==> src/rtl/seq_pkg.sv <==
// Shared types and helpers for the step sequencer: FSM state encoding,
// synchroniser depth, and the sensor-select field extractor.
package seq_pkg;

  typedef enum logic [1:0] {IDLE, RUN, PAUSE, FAULT} seq_state_e;

  localparam int SYNC_DEPTH = 2;

  // Returns the sel_w-bit field for step idx from a packed sensor map.
  function automatic int sensor_field(input logic [255:0] sel_map, input int idx,
                                      input int sel_w);
    int res;
    res = 0;
    for (int b = 0; b < 8; b++) begin
      if (b < sel_w && sel_map[idx*sel_w + b]) res = res | (1 << b);
    end
    return res;
  endfunction

endpackage

==> src/rtl/seq_debounce.sv <==
// Two-flop synchroniser followed by a stability filter: the output follows
// the synchronised input only after it has differed for DEB_CYCLES edges.
module seq_debounce
  import seq_pkg::*;
#(
  parameter int DEB_CYCLES = 16
) (
  input  logic clk_sys,
  input  logic rst_b,
  input  logic din,
  output logic dout
);

  localparam int CNT_W = (DEB_CYCLES > 1) ? $clog2(DEB_CYCLES) : 1;
  localparam logic [CNT_W-1:0] CNT_LOAD = CNT_W'(DEB_CYCLES - 1);

  logic [SYNC_DEPTH-1:0] sync_q, sync_d;
  logic [CNT_W-1:0]      cnt_q, cnt_d;
  logic                  deb_q, deb_d;

  // Down-counter reloads whenever the input agrees; terminal count flips the level.
  always_comb begin
    sync_d = {sync_q[SYNC_DEPTH-2:0], din};
    deb_d  = deb_q;
    cnt_d  = CNT_LOAD;
    if (sync_q[SYNC_DEPTH-1] != deb_q) begin
      if (cnt_q == '0) deb_d = sync_q[SYNC_DEPTH-1];
      else             cnt_d = cnt_q - CNT_W'(1);
    end
  end

  always_ff @(posedge clk_sys) begin
    if (!rst_b) begin
      sync_q <= '0;
      cnt_q  <= CNT_LOAD;
      deb_q  <= 1'b0;
    end else begin
      sync_q <= sync_d;
      cnt_q  <= cnt_d;
      deb_q  <= deb_d;
    end
  end

  assign dout = deb_q;

endmodule

==> src/rtl/step_sequencer.sv <==
// One-hot electro-pneumatic step sequencer with home interlock, pause/resume
// and continuous mode; SEQ_TIMEOUT_EN adds a per-step watchdog and FAULT state.
//
// state | meaning
// IDLE  | waiting for START with home sensors met
// RUN   | driving coil STEP_IDX until its sensor confirms
// PAUSE | coils off, step and watchdog retained
// FAULT | watchdog expired, coils off until STOP_RESUME
module step_sequencer
  import seq_pkg::*;
#(
  parameter int N_STEPS = 4,
  parameter int N_SENS  = 4,
  parameter int SEL_W   = $clog2(N_SENS),
  parameter logic [N_STEPS*SEL_W-1:0] STEP_SENSOR = 8'b10_00_11_01,
  parameter logic [N_SENS-1:0] HOME_MASK = 4'b0101,
  parameter int DEB_CYCLES     = 16,
  parameter int TIMEOUT_CYCLES = 1_000_000
) (
  input  logic                       CLK,
  input  logic                       RESET,
  input  logic                       START,
  input  logic                       STOP_RESUME,
  input  logic                       CONTINUOUS,
  input  logic [N_SENS-1:0]          SENS,
  output logic [N_STEPS-1:0]         STEP_Q,
  output logic [$clog2(N_STEPS)-1:0] STEP_IDX,
  output logic                       BUSY,
  output logic                       PAUSED,
  output logic                       DONE,
  output logic                       FAULT
);

  localparam int IDX_W = $clog2(N_STEPS);

  logic [N_SENS+1:0] raw_in, deb_all;
  logic [N_SENS-1:0] deb_sens;
  logic              start_lvl, stop_lvl, start_edge, stop_edge;
  logic [1:0]        btn_prev_q, btn_prev_d;
  logic [SEL_W-1:0]  sel_tab [N_STEPS];
  logic              sens_hit, home_ok, last_step;

  seq_state_e        state_q, state_d;
  logic [IDX_W-1:0]  idx_q, idx_d;
  logic [N_STEPS-1:0] step_q_q, step_q_d;
  logic              busy_q, busy_d, paused_q, paused_d, done_q, done_d;

  assign raw_in = {STOP_RESUME, START, SENS};

  for (genvar g = 0; g < N_SENS + 2; g++) begin : g_deb
    seq_debounce #(.DEB_CYCLES(DEB_CYCLES)) u_deb (
      .clk_sys (CLK),
      .rst_b   (RESET),
      .din     (raw_in[g]),
      .dout    (deb_all[g])
    );
  end

  for (genvar s = 0; s < N_STEPS; s++) begin : g_sel
    assign sel_tab[s] = SEL_W'(sensor_field(256'(STEP_SENSOR), s, SEL_W));
  end

  assign deb_sens   = deb_all[N_SENS-1:0];
  assign start_lvl  = deb_all[N_SENS];
  assign stop_lvl   = deb_all[N_SENS+1];
  assign btn_prev_d = {stop_lvl, start_lvl};
  assign start_edge = start_lvl & ~btn_prev_q[0];
  assign stop_edge  = stop_lvl & ~btn_prev_q[1];
  assign sens_hit   = deb_sens[sel_tab[idx_q]];
  assign home_ok    = (deb_sens & HOME_MASK) == HOME_MASK;
  assign last_step  = idx_q == IDX_W'(N_STEPS - 1);

`ifdef SEQ_TIMEOUT_EN
  localparam int WD_W = $clog2(TIMEOUT_CYCLES + 1);
  localparam logic [WD_W-1:0] WD_LAST = WD_W'(TIMEOUT_CYCLES - 1);
  logic [WD_W-1:0] wd_q, wd_d;
  logic            fault_q, fault_d;
`endif

  always_comb begin
    state_d = state_q;
    idx_d   = idx_q;
    done_d  = 1'b0;
`ifdef SEQ_TIMEOUT_EN
    wd_d    = wd_q;
`endif
    unique case (state_q)
      IDLE: begin
        if (start_edge && home_ok) begin
          state_d = RUN;
          idx_d   = '0;
`ifdef SEQ_TIMEOUT_EN
          wd_d    = '0;
`endif
        end
      end
      RUN: begin
        // Pause takes priority over a simultaneous sensor confirmation.
        if (stop_edge) begin
          state_d = PAUSE;
        end else if (sens_hit) begin
`ifdef SEQ_TIMEOUT_EN
          wd_d = '0;
`endif
          if (last_step) begin
            done_d = 1'b1;
            idx_d  = '0;
            if (!CONTINUOUS) state_d = IDLE;
          end else begin
            idx_d = idx_q + IDX_W'(1);
          end
        end
`ifdef SEQ_TIMEOUT_EN
        else if (wd_q == WD_LAST) state_d = seq_pkg::FAULT;
        else                      wd_d    = wd_q + WD_W'(1);
`endif
      end
      PAUSE: begin
        if (stop_edge) state_d = RUN;
      end
`ifdef SEQ_TIMEOUT_EN
      seq_pkg::FAULT: begin
        if (stop_edge) begin
          state_d = IDLE;
          idx_d   = '0;
        end
      end
`endif
      default: state_d = IDLE;
    endcase

    step_q_d = (state_d == RUN) ? (N_STEPS'(1) << idx_d) : '0;
    busy_d   = (state_d == RUN) || (state_d == PAUSE);
    paused_d = (state_d == PAUSE);
`ifdef SEQ_TIMEOUT_EN
    fault_d  = (state_d == seq_pkg::FAULT);
`endif
  end

  always_ff @(posedge CLK) begin
    if (!RESET) begin
      state_q    <= IDLE;
      idx_q      <= '0;
      btn_prev_q <= '0;
      step_q_q   <= '0;
      busy_q     <= 1'b0;
      paused_q   <= 1'b0;
      done_q     <= 1'b0;
    end else begin
      state_q    <= state_d;
      idx_q      <= idx_d;
      btn_prev_q <= btn_prev_d;
      step_q_q   <= step_q_d;
      busy_q     <= busy_d;
      paused_q   <= paused_d;
      done_q     <= done_d;
    end
  end

`ifdef SEQ_TIMEOUT_EN
  always_ff @(posedge CLK) begin
    if (!RESET) begin
      wd_q    <= '0;
      fault_q <= 1'b0;
    end else begin
      wd_q    <= wd_d;
      fault_q <= fault_d;
    end
  end
  assign FAULT = fault_q;
`else
  assign FAULT = 1'b0;
`endif

  assign STEP_Q   = step_q_q;
  assign STEP_IDX = idx_q;
  assign BUSY     = busy_q;
  assign PAUSED   = paused_q;
  assign DONE     = done_q;

endmodule

==> config.mk <==
export PLATFORM = sky130hd
export DESIGN_NAME = step_sequencer
export DESIGN_NICKNAME = d
export VERILOG_FILES = /design/src/rtl/seq_pkg.sv /design/src/rtl/seq_debounce.sv /design/src/rtl/step_sequencer.sv
export SDC_FILE = /design/constraint.sdc
export NUM_CORES = 1
export LEC_CHECK = 0
export BUFFER_PORTS_ARGS = -buffer_cell sky130_fd_sc_hd__buf_2
export CORE_ASPECT_RATIO = 0.5
export CORE_MARGIN = 2
export CORE_UTILIZATION = 57
export CTS_CLUSTER_DIAMETER = 120
export DETAILED_ROUTE_END_ITERATION = 7
export GPL_ROUTABILITY_DRIVEN = 0
export HOLD_SLACK_MARGIN = 0.15
export PLACE_DENSITY = 0.77
export REMOVE_ABC_BUFFERS = 1
export SLEW_MARGIN = 20
export SYNTH_ARGS = -nofsm -noshare
export SYNTH_HDL_FRONTEND = slang
export SYNTH_SLANG_ARGS = --single-unit
==> constraint.sdc <==
create_clock -name CLK -period 1.9 [get_ports CLK]
set_input_delay 0.285 -clock CLK [delete_from_list [all_inputs] [get_ports CLK]]
set_output_delay 0.285 -clock CLK [all_outputs]
set_load 0.05 [all_outputs]
==> results of run 1 <==
==> worst paths after layout <==
| check | startpoint | to | slack [ns] | depth (start not counted) |
|---|---|---|---|---|
| min | START | g_deb[4].u_deb.sync_q[0] | 0.19 | 2 |
| max | STEP_IDX[0] | STEP_Q[3] | 0.21 | 7 |
| max reg2reg | STEP_IDX[0] | STEP_Q[3] | 0.21 | 7 |
| min reg2reg | g_deb[4].u_deb.cnt_q[0] | g_deb[4].u_deb.cnt_q[0] | 0.40 | 1 |
==> through the flow <==
step	hold WS [ns]	cell area, um2
2_1_floorplan	0.357	2110
5_1_grt	0.178	2350
3_3_place_gp	0.378	2260
3_5_place_dp	0.385	2260
6_report	0.186	2350
4_1_cts	0.177	2350
==> state kept, by name (all words and copies together), names as in the netlist <==
name and flops:
g_deb.u_deb.cnt_q 24, g_deb.u_deb.sync_q 12, g_deb.u_deb.dout 6, STEP_Q 4, STEP_IDX 2, btn_prev_q 2
state_q 2, BUSY 1, DONE 1, PAUSED 1
==> routing by layer <==
layer | GRT usage, % | wire [um] | vias to the layer above
met4 | 9.23 | 72 | 0
met2 | 29.9 | 1420 | 16
met5 | 0 | 0 | -
met3 | 5.30 | 90 | 9
li1 | - | - | 721
met1 | 17.4 | 1480 | 625
==> synth_stat cells <==
master     number
a21oi_1         1
mux2i_1         8
or2b_2          1
inv_1          15
xor2_1          6
xnor2_1        12
nand2b_1        1
nand3b_1        1
ha_1            9
nor3b_1         6
conb_1          1
nand2_1        26
dfxtp_1        55
a22o_1          1
a2bb2oi_1       2
mux2_2          1
nand4_1         1
nand3_2         1
nand4b_1        1
nand3_1         6
and2_1         18
o31ai_1         2
buf_4           2
and2b_2         1
nor3b_2         1
nor3_1          9
mux4_2          1
and4_1          1
mux2_4          1
nor2_1         10
nor2b_1         9
clkbuf_1        3
==> logic make-up after synthesis <==
kind of cell / after synthesis
AND/OR/NAND/NOR: 93
flip-flops: 55
buffers and inverters: 20
XOR/XNOR: 18
multiplexers: 11
adder cells (fa/ha/maj): 9
AO/OA/AOI/OAI: 6
other: 1
==> area by class of cell <==
type	count	area, um2
sequential	55	1100
inverter	15	56.3
timing repair buffer	18	92.6
tap	51	63.8
multi-input combinational	138	951
clock inverter	1	5.00
fill	293	1160
clock buffer	6	82.6
==> power by group through the flow <==
stage          registers, uW  clock network, uW  logic [uW]
6_report                1170                619        48.7
5_1_grt                 1180                677        55.3
2_1_floorplan           1200                  0        26.7
4_1_cts                 1170                644        49.3
3_3_place_gp            1200                  0        47.2
3_5_place_dp            1200                  0        48.8
==> impl_metrics.toml, run 1 <==
[outcome]
outcome = "complete, no violations"

[timing]
fin_setup_tns_ns = 0
min_period_ns = 1.69
hold_viol = 0
setup_viol = 0
fin_crit_sh_pct = 89.1
rsz0062_at_grt = "false"
fin_skew_ns = 0.00403
fmax_mhz = 591
setup_ws_ns = 0.208
final_max_slew_viol_count = 0

[yosys]
netlist_area_um2 = 2130
synth_cells = 213
synth.largest_area_cell = "dfxtp_1"
synth.distinct_cells = 32
synth_top_area_share_pct = 51.6
synthAdderAreaFrac_pct = 5.28
ys_ff_latch = 55
yosys_warnings = 0
ys_seq_area_share_pct = 51.6
muxShareOfSynthArea_pct = 6.04
synth_top_family_by_area = "simple AND/OR/NAND/NOR gates"
synth-compound-area-share_pct = 2.17
yosys.area_share.simple_pct = 23.5
synth_xor_area_share_pct = 7.39
syn_area_per_cell_um2 = 10.0
yosys-top-cells-area = "dfxtp_1 52%, and2_1 5.3%, ha_1 5.3%, xnor2_1 4.9%, nand2_1 4.6%"

[power]
clockPowerShare_pct = 33.6
p_sw_share_pct = 19.9
powerDensity_nw_per_um2 = 783
switching_power_uw = 367
peakVddDrop_uv = 373
total_power_uw = 1840
power.leakage_uw = 0.00106
internal_power_uw = 1470
pwr-share-seq_pct = 63.7
combPwrFrac_pct = 2.6

[clock_tree]
cts_tree = "done"
cts_max_path_buffers = 2
clock_latency_ns = 0.30
clkTransAtPathRegs_ns = 0.08
cts_max_level = 2
clkSinkCount = 55
cts_hold_buffers = 0
postCtsSetupBuffers = 0
cts_resized = 0
cts_root_buffer = "clkbuf_8"
cts_buffers = 5

[drt]
vias_per_cell = 4.83
dr.first_iter.drc_count = 31
wl_mm = 3.07
drtPass1Iterations = 4
wire_per_inst_um = 10.8
drc = 0
vias = 1371
antenna_left = 0

[floorplan]
core_area_um2 = 3510
die_height_um = 47.3
dieArea_um2 = 4280
start_util_pct = 60.8
fp.dieW_um = 90.5
ios = 19
rows = 15

[grt]
antenna_found_initial = 0
grt_usage_pct = 16.1
grt_pass1_wl_mm = 5.19
grt_max_degree = 32
overflow = 0
grt_pass1_vias = 1283

[min_path]
min_path_type = "primary input to flip-flop"

[worst_setup_path]
crit_path_end_kind = "flip-flop"
start_kind = "flip-flop"
crit_buf_inv = 1
cp_max_fo = 5
cp_top_family = "multiplexers"
crit_required_ns = 2.13
crit_path_max_incr_delay_ns = 0.53
slowest_stage = "mux4_2"
critPathKind = "flip-flop to flip-flop"
crit_chain = "mux4_2 > nand3b_1 > a2bb2oi_1 > inv_1 > ha_1 > nand2_1 > nor3b_2"
cp.arrival_ns = 1.92

[finish]
layout_common_cells = "54 x dfxtp_1, 26 x nand2_1, 18 x and2_1, 17 x buf_2, 15 x inv_1"
diodes = 0
nets = 251
post-route-util_pct = 67.1
layout_commonest_cell = "dfxtp_1"
synthToLayoutAreaGrowth_pct = 10.3
final_cells = 284
drive_gt1_share_pct = 14.2

[placement]
pre_cts_ws_ns = 0.183
dp_cells = 277
port_buffers = 17
post-dp-hpwl_mm = 2.25

[flow_run]
cap_violations = 0
Power figures use the tool's default switching activity.
==> run 2: changes to the inputs <==
Settings changed: PLACE_DENSITY 0.77 to 0.85.
==> run 2 against run 1 <==
Effect of this change: via count up 2.0%; combinational power is 2% lower; non-clock buffer count unchanged; design area fell by 0.21%; maximum frequency shrank 2.0%; clock power decreased by 3.9%; core utilization fell by 0.14 points; power decreased by 1.4%; clock skew shrank 0.00059 ns; setup slack worse by 0.034 ns; critical path type unchanged; routed wire length down 0.65%; register-to-register slack got worse by 0.03 ns.
==> impl_metrics.toml, run 2 (synthesis results as in run 1) <==
[drt]
dr.first_iter.drc_count = 29
drc = 0
vias = 1399
antenna_left = 0
wl_mm = 3.05
wire_per_inst_um = 10.7
drtPass1Iterations = 6
vias_per_cell = 4.91

[power]
total_power_uw = 1820
power.leakage_uw = 0.00106
peakVddDrop_uv = 388
p_sw_share_pct = 20.7
switching_power_uw = 376
clockPowerShare_pct = 32.7
internal_power_uw = 1440
combPwrFrac_pct = 2.6
powerDensity_nw_per_um2 = 774
pwr-share-seq_pct = 64.6

[grt]
grt_pass1_wl_mm = 5.34
overflow = 0
grt_usage_pct = 16.4
grt_pass1_vias = 1332
antenna_found_initial = 0
grt_max_degree = 32

[outcome]
outcome = "complete, no violations"

[clock_tree]
postCtsSetupBuffers = 0
cts_tree = "done"
clkTransAtPathRegs_ns = 0.09
clkSinkCount = 55
cts_max_level = 2
cts_hold_buffers = 0
clock_latency_ns = 0.30
cts_resized = 0
cts_root_buffer = "clkbuf_8"
cts_max_path_buffers = 2
cts_buffers = 5

[timing]
fmax_mhz = 579
hold_viol = 0
rsz0062_at_grt = "false"
setup_viol = 0
hold_ws_ns = 0.185
fin_crit_sh_pct = 90.9
final_max_slew_viol_count = 0
min_period_ns = 1.73
fin_skew_ns = 0.00344

[worst_setup_path]
crit_required_ns = 2.13
cp.arrival_ns = 1.96
crit_path_end_kind = "flip-flop"
cp_max_fo = 5
critPathKind = "flip-flop to flip-flop"
start_kind = "flip-flop"

[floorplan]
rows = 15
dieArea_um2 = 4280
die_height_um = 47.3
core_area_um2 = 3510
start_util_pct = 60.8
ios = 19
fp.dieW_um = 90.5

[min_path]
min_path_type = "primary input to flip-flop"

[finish]
diodes = 0
nets = 251
drive_gt1_share_pct = 14.1
layout_commonest_cell = "dfxtp_1"
synthToLayoutAreaGrowth_pct = 10.0
regMostFlops = "g_deb.u_deb.cnt_q"
layout_common_cells = "55 x dfxtp_1, 26 x nand2_1, 18 x and2_1, 17 x buf_2, 15 x inv_1"
largest_reg_flops = 24

[flow_run]
cap_violations = 0

[placement]
post-dp-hpwl_mm = 2.26
port_buffers = 17
run 2: final cells by class:
class                           instances  area (um2)
Fill cell                             290        1160
Sequential cell                        55        1100
Multi-Input combinational cell        138         951
Timing Repair Buffer                   18        92.6
Clock buffer                            5        68.8
Tap cell                               51        63.8
Inverter                               15        56.3
Clock inverter                          3        15.0
run 2: critical path: stages (launching register included):
cell and delay (ns):
dfxtp_1 0.43, mux4_2 0.55, nand3b_1 0.10, a2bb2oi_1 0.10, inv_1 0.07, ha_1 0.15, nand2_1 0.09, nor3b_2 0.17
run 2: final timing paths:
check                                             start                        to  slack, ns  cells after the start
worst max-delay path                        STEP_IDX[0]                 STEP_Q[3]       0.17                      7
worst min-delay path                            SENS[1]  g_deb[1].u_deb.sync_q[0]       0.19                      2
worst max register to register              STEP_IDX[0]                 STEP_Q[3]       0.17                      7
worst min register to register  g_deb[3].u_deb.cnt_q[0]   g_deb[3].u_deb.cnt_q[0]       0.40                      1
run 2: stage by stage:
stage | instances | TNS (ns) | utilization (%) | instance area [um2] | setup WS, ns
6_report | 285 | 0 | 66.9 | 2350 | 0.173
4_1_cts | 285 | 0 | 66.9 | 2350 | 0.171
2_1_floorplan | 208 | -0.196 | - | 2110 | -0.110
3_5_place_dp | 277 | 0 | 64.5 | 2260 | 0.187
3_3_place_gp | 277 | 0 | 64.5 | 2260 | 0.238
5_1_grt | 285 | 0 | 66.9 | 2350 | 0.0229
run 2: power by group through the flow:
| stage | clock [uW] | combinational (uW) | sequential [uW] |
|---|---|---|---|
| after CTS | 616 | 48.6 | 1170 |
| after global routing | 658 | 54.3 | 1180 |
| after floorplan | 0 | 26.7 | 1200 |
| after global placement | 0 | 47.1 | 1200 |
| final | 595 | 47.8 | 1170 |
| after detailed placement | 0 | 48.6 | 1200 |
run 2: layer usage:
layer	up-vias	share of wire, %	GRT usage (%)
met5	-	0	0
met4	0	1.2	7.69
met3	4	3.5	5.46
met2	18	48	31.8
met1	651	48	17.3
li1	726	-	-
==> run 3: changes to the inputs <==
Settings changed: GPL_ROUTABILITY_DRIVEN 0 to 1, GPL_TIMING_DRIVEN set to 0.
==> run 3 against run 2 <==
Effect of this change: core utilization grew 1.2 points; critical endpoint is now STEP_Q[2]; first-iteration DRC count grew 45%; register-to-register slack is essentially flat; sequential share of layout area shrank 0.78 points; clock-buffer cell count grew 1.
==> impl_metrics.toml, run 3 (synthesis results as in run 1) <==
[worst_setup_path]
crit_path_end_kind = "flip-flop"
r2r_slack_ns = 0.17
r2r-end = "STEP_Q[2]"
rr_startpoint = "STEP_IDX[0]"
crit_required_ns = 2.12
start_kind = "flip-flop"
crit_path_max_incr_delay_ns = 0.54
cp_max_fo = 5
r2r_cells = 7
cp.arrival_ns = 1.95
critPathKind = "flip-flop to flip-flop"
crit_chain = "mux4_2 > nand3b_1 > a2bb2oi_1 > inv_1 > ha_1 > nand2_1 > nor3_1"
slowest_stage = "mux4_2"

[floorplan]
die_height_um = 47.3
ios = 19
dieArea_um2 = 4280
fp.dieW_um = 90.5
start_util_pct = 60.8
rows = 15
core_area_um2 = 3510

[finish]
largest_reg_flops = 24
layout_common_cells = "54 x dfxtp_1, 26 x nand2_1, 18 x and2_1, 17 x buf_2, 15 x inv_1"
multiInputGateArea_um2 = 951
fillers = 274
regMostFlops = "g_deb.u_deb.cnt_q"
regArea_um2 = 1100
diodes = 0
synthToLayoutAreaGrowth_pct = 12.0
layout_commonest_cell = "dfxtp_1"
drive_gt1_share_pct = 13.7
nets = 250

[timing]
hold_viol = 0
fin_skew_ns = 0.00515
fmax_mhz = 578
rsz0062_at_grt = "false"
relSlewSlack_pct = 63.5
tightest_slew_ns = 0.548
setup_viol = 0
final_max_slew_viol_count = 0
fin_crit_sh_pct = 91.0
min_period_ns = 1.73
hold_ws_ns = 0.186

[clock_tree]
cts_buffers = 5
cts_max_path_buffers = 2
cts_hold_buffers = 0
clkSinkCount = 55
cts_resized = 0
clock_latency_ns = 0.30
cts_tree = "done"
cts_max_level = 2
postCtsSetupBuffers = 0
clkTransAtPathRegs_ns = 0.09
cts_root_buffer = "clkbuf_8"

[drt]
dr.first_iter.drc_count = 42
drtPass1Iterations = 4
antenna_left = 0
vias = 1386
drc = 0
wl_mm = 3.04
vias_per_cell = 4.88
wire_per_inst_um = 10.7

[placement]
port_buffers = 17
post-dp-hpwl_mm = 2.11
globalplace.congestion = 0.835

[min_path]
worstHoldPathCells = 2
holdCritStartpoint = "SENS[0]"
min_path_type = "primary input to flip-flop"
hold_end = "g_deb[0].u_deb.sync_q[0]"

[power]
power.leakage_uw = 0.00108
peakVddDrop_uv = 499
total_power_uw = 2090
powerDensity_nw_per_um2 = 875

[flow_run]
cap_violations = 0

[grt]
antenna_found_initial = 0
grt_max_degree = 42
grt_pass1_wl_mm = 5.11
overflow = 0
grt_pass1_vias = 1235
grt_usage_pct = 15.7

[outcome]
outcome = "complete, no violations"
## run 3: stage by stage
| step | setup slack (ns) | area (um2) | cells | TNS [ns] | util (%) |
|---|---|---|---|---|---|
| after floorplan | -0.110 | 2110 | 208 | -0.196 | - |
| after global placement | 0.167 | 2260 | 276 | 0 | 64.3 |
| after detailed placement | 0.124 | 2260 | 276 | 0 | 64.3 |
| after CTS | 0.0959 | 2390 | 284 | 0 | 68.1 |
| after global routing | 0.0244 | 2390 | 284 | 0 | 68.1 |
| final | 0.170 | 2390 | 284 | 0 | 68.1 |
## run 3: power breakdown
| part | total (uW) | leakage [uW] | switching, uW | internal (uW) |
|---|---|---|---|---|
| clock | 872 | 0.0000654 | 346 | 526 |
| combinational | 46.3 | 0.000562 | 26.3 | 20.0 |
| sequential | 1170 | 0.000448 | 7.29 | 1170 |
## run 3: worst max-delay path by stage
| stage | startpoint | to | slack [ns] |
|---|---|---|---|
| detailed placement | STEP_IDX[0] | STEP_Q[2] | 0.12 |
| floorplan | STEP_IDX[0] | STEP_Q[1] | -0.11 |
| CTS | STEP_IDX[0] | STEP_Q[2] | 0.1 |
| finish | STEP_IDX[0] | STEP_Q[2] | 0.17 |
| global route | STEP_IDX[0] | STEP_Q[0] | 0.02 |
| global placement | STEP_IDX[0] | STEP_Q[3] | 0.17 |
## run 3: area by class of cell
cell class                 instances  area share (%)
clock buffer                       6            3.04
multi-input combinational        138            39.8
sequential                        55            46.1
tap                               51            2.67
timing repair buffer              17            3.56
clock inverter                     2            2.51
inverter                          15            2.35
## run 3: routing by layer
| layer | global-route usage [%] | routed length, um | share of wire (%) |
|---|---|---|---|
| met3 | 4.98 | 104 | 3.4 |
| met4 | 8.92 | 48 | 1.6 |
| met5 | 0 | 0 | 0 |
| met2 | 28.8 | 1450 | 48 |
| met1 | 17.3 | 1440 | 47 |
## run 3: worst max-delay path, delay by kind of cell (launching register included)
family / cells / cell delay [ns]
AOI/OAI and AO/OA: 1 / 0.10
adders and majority gates: 1 / 0.17
buffers and inverters: 1 / 0.07
DFF: 1 / 0.38
muxes: 1 / 0.54
and+or+nand+nor: 3 / 0.38
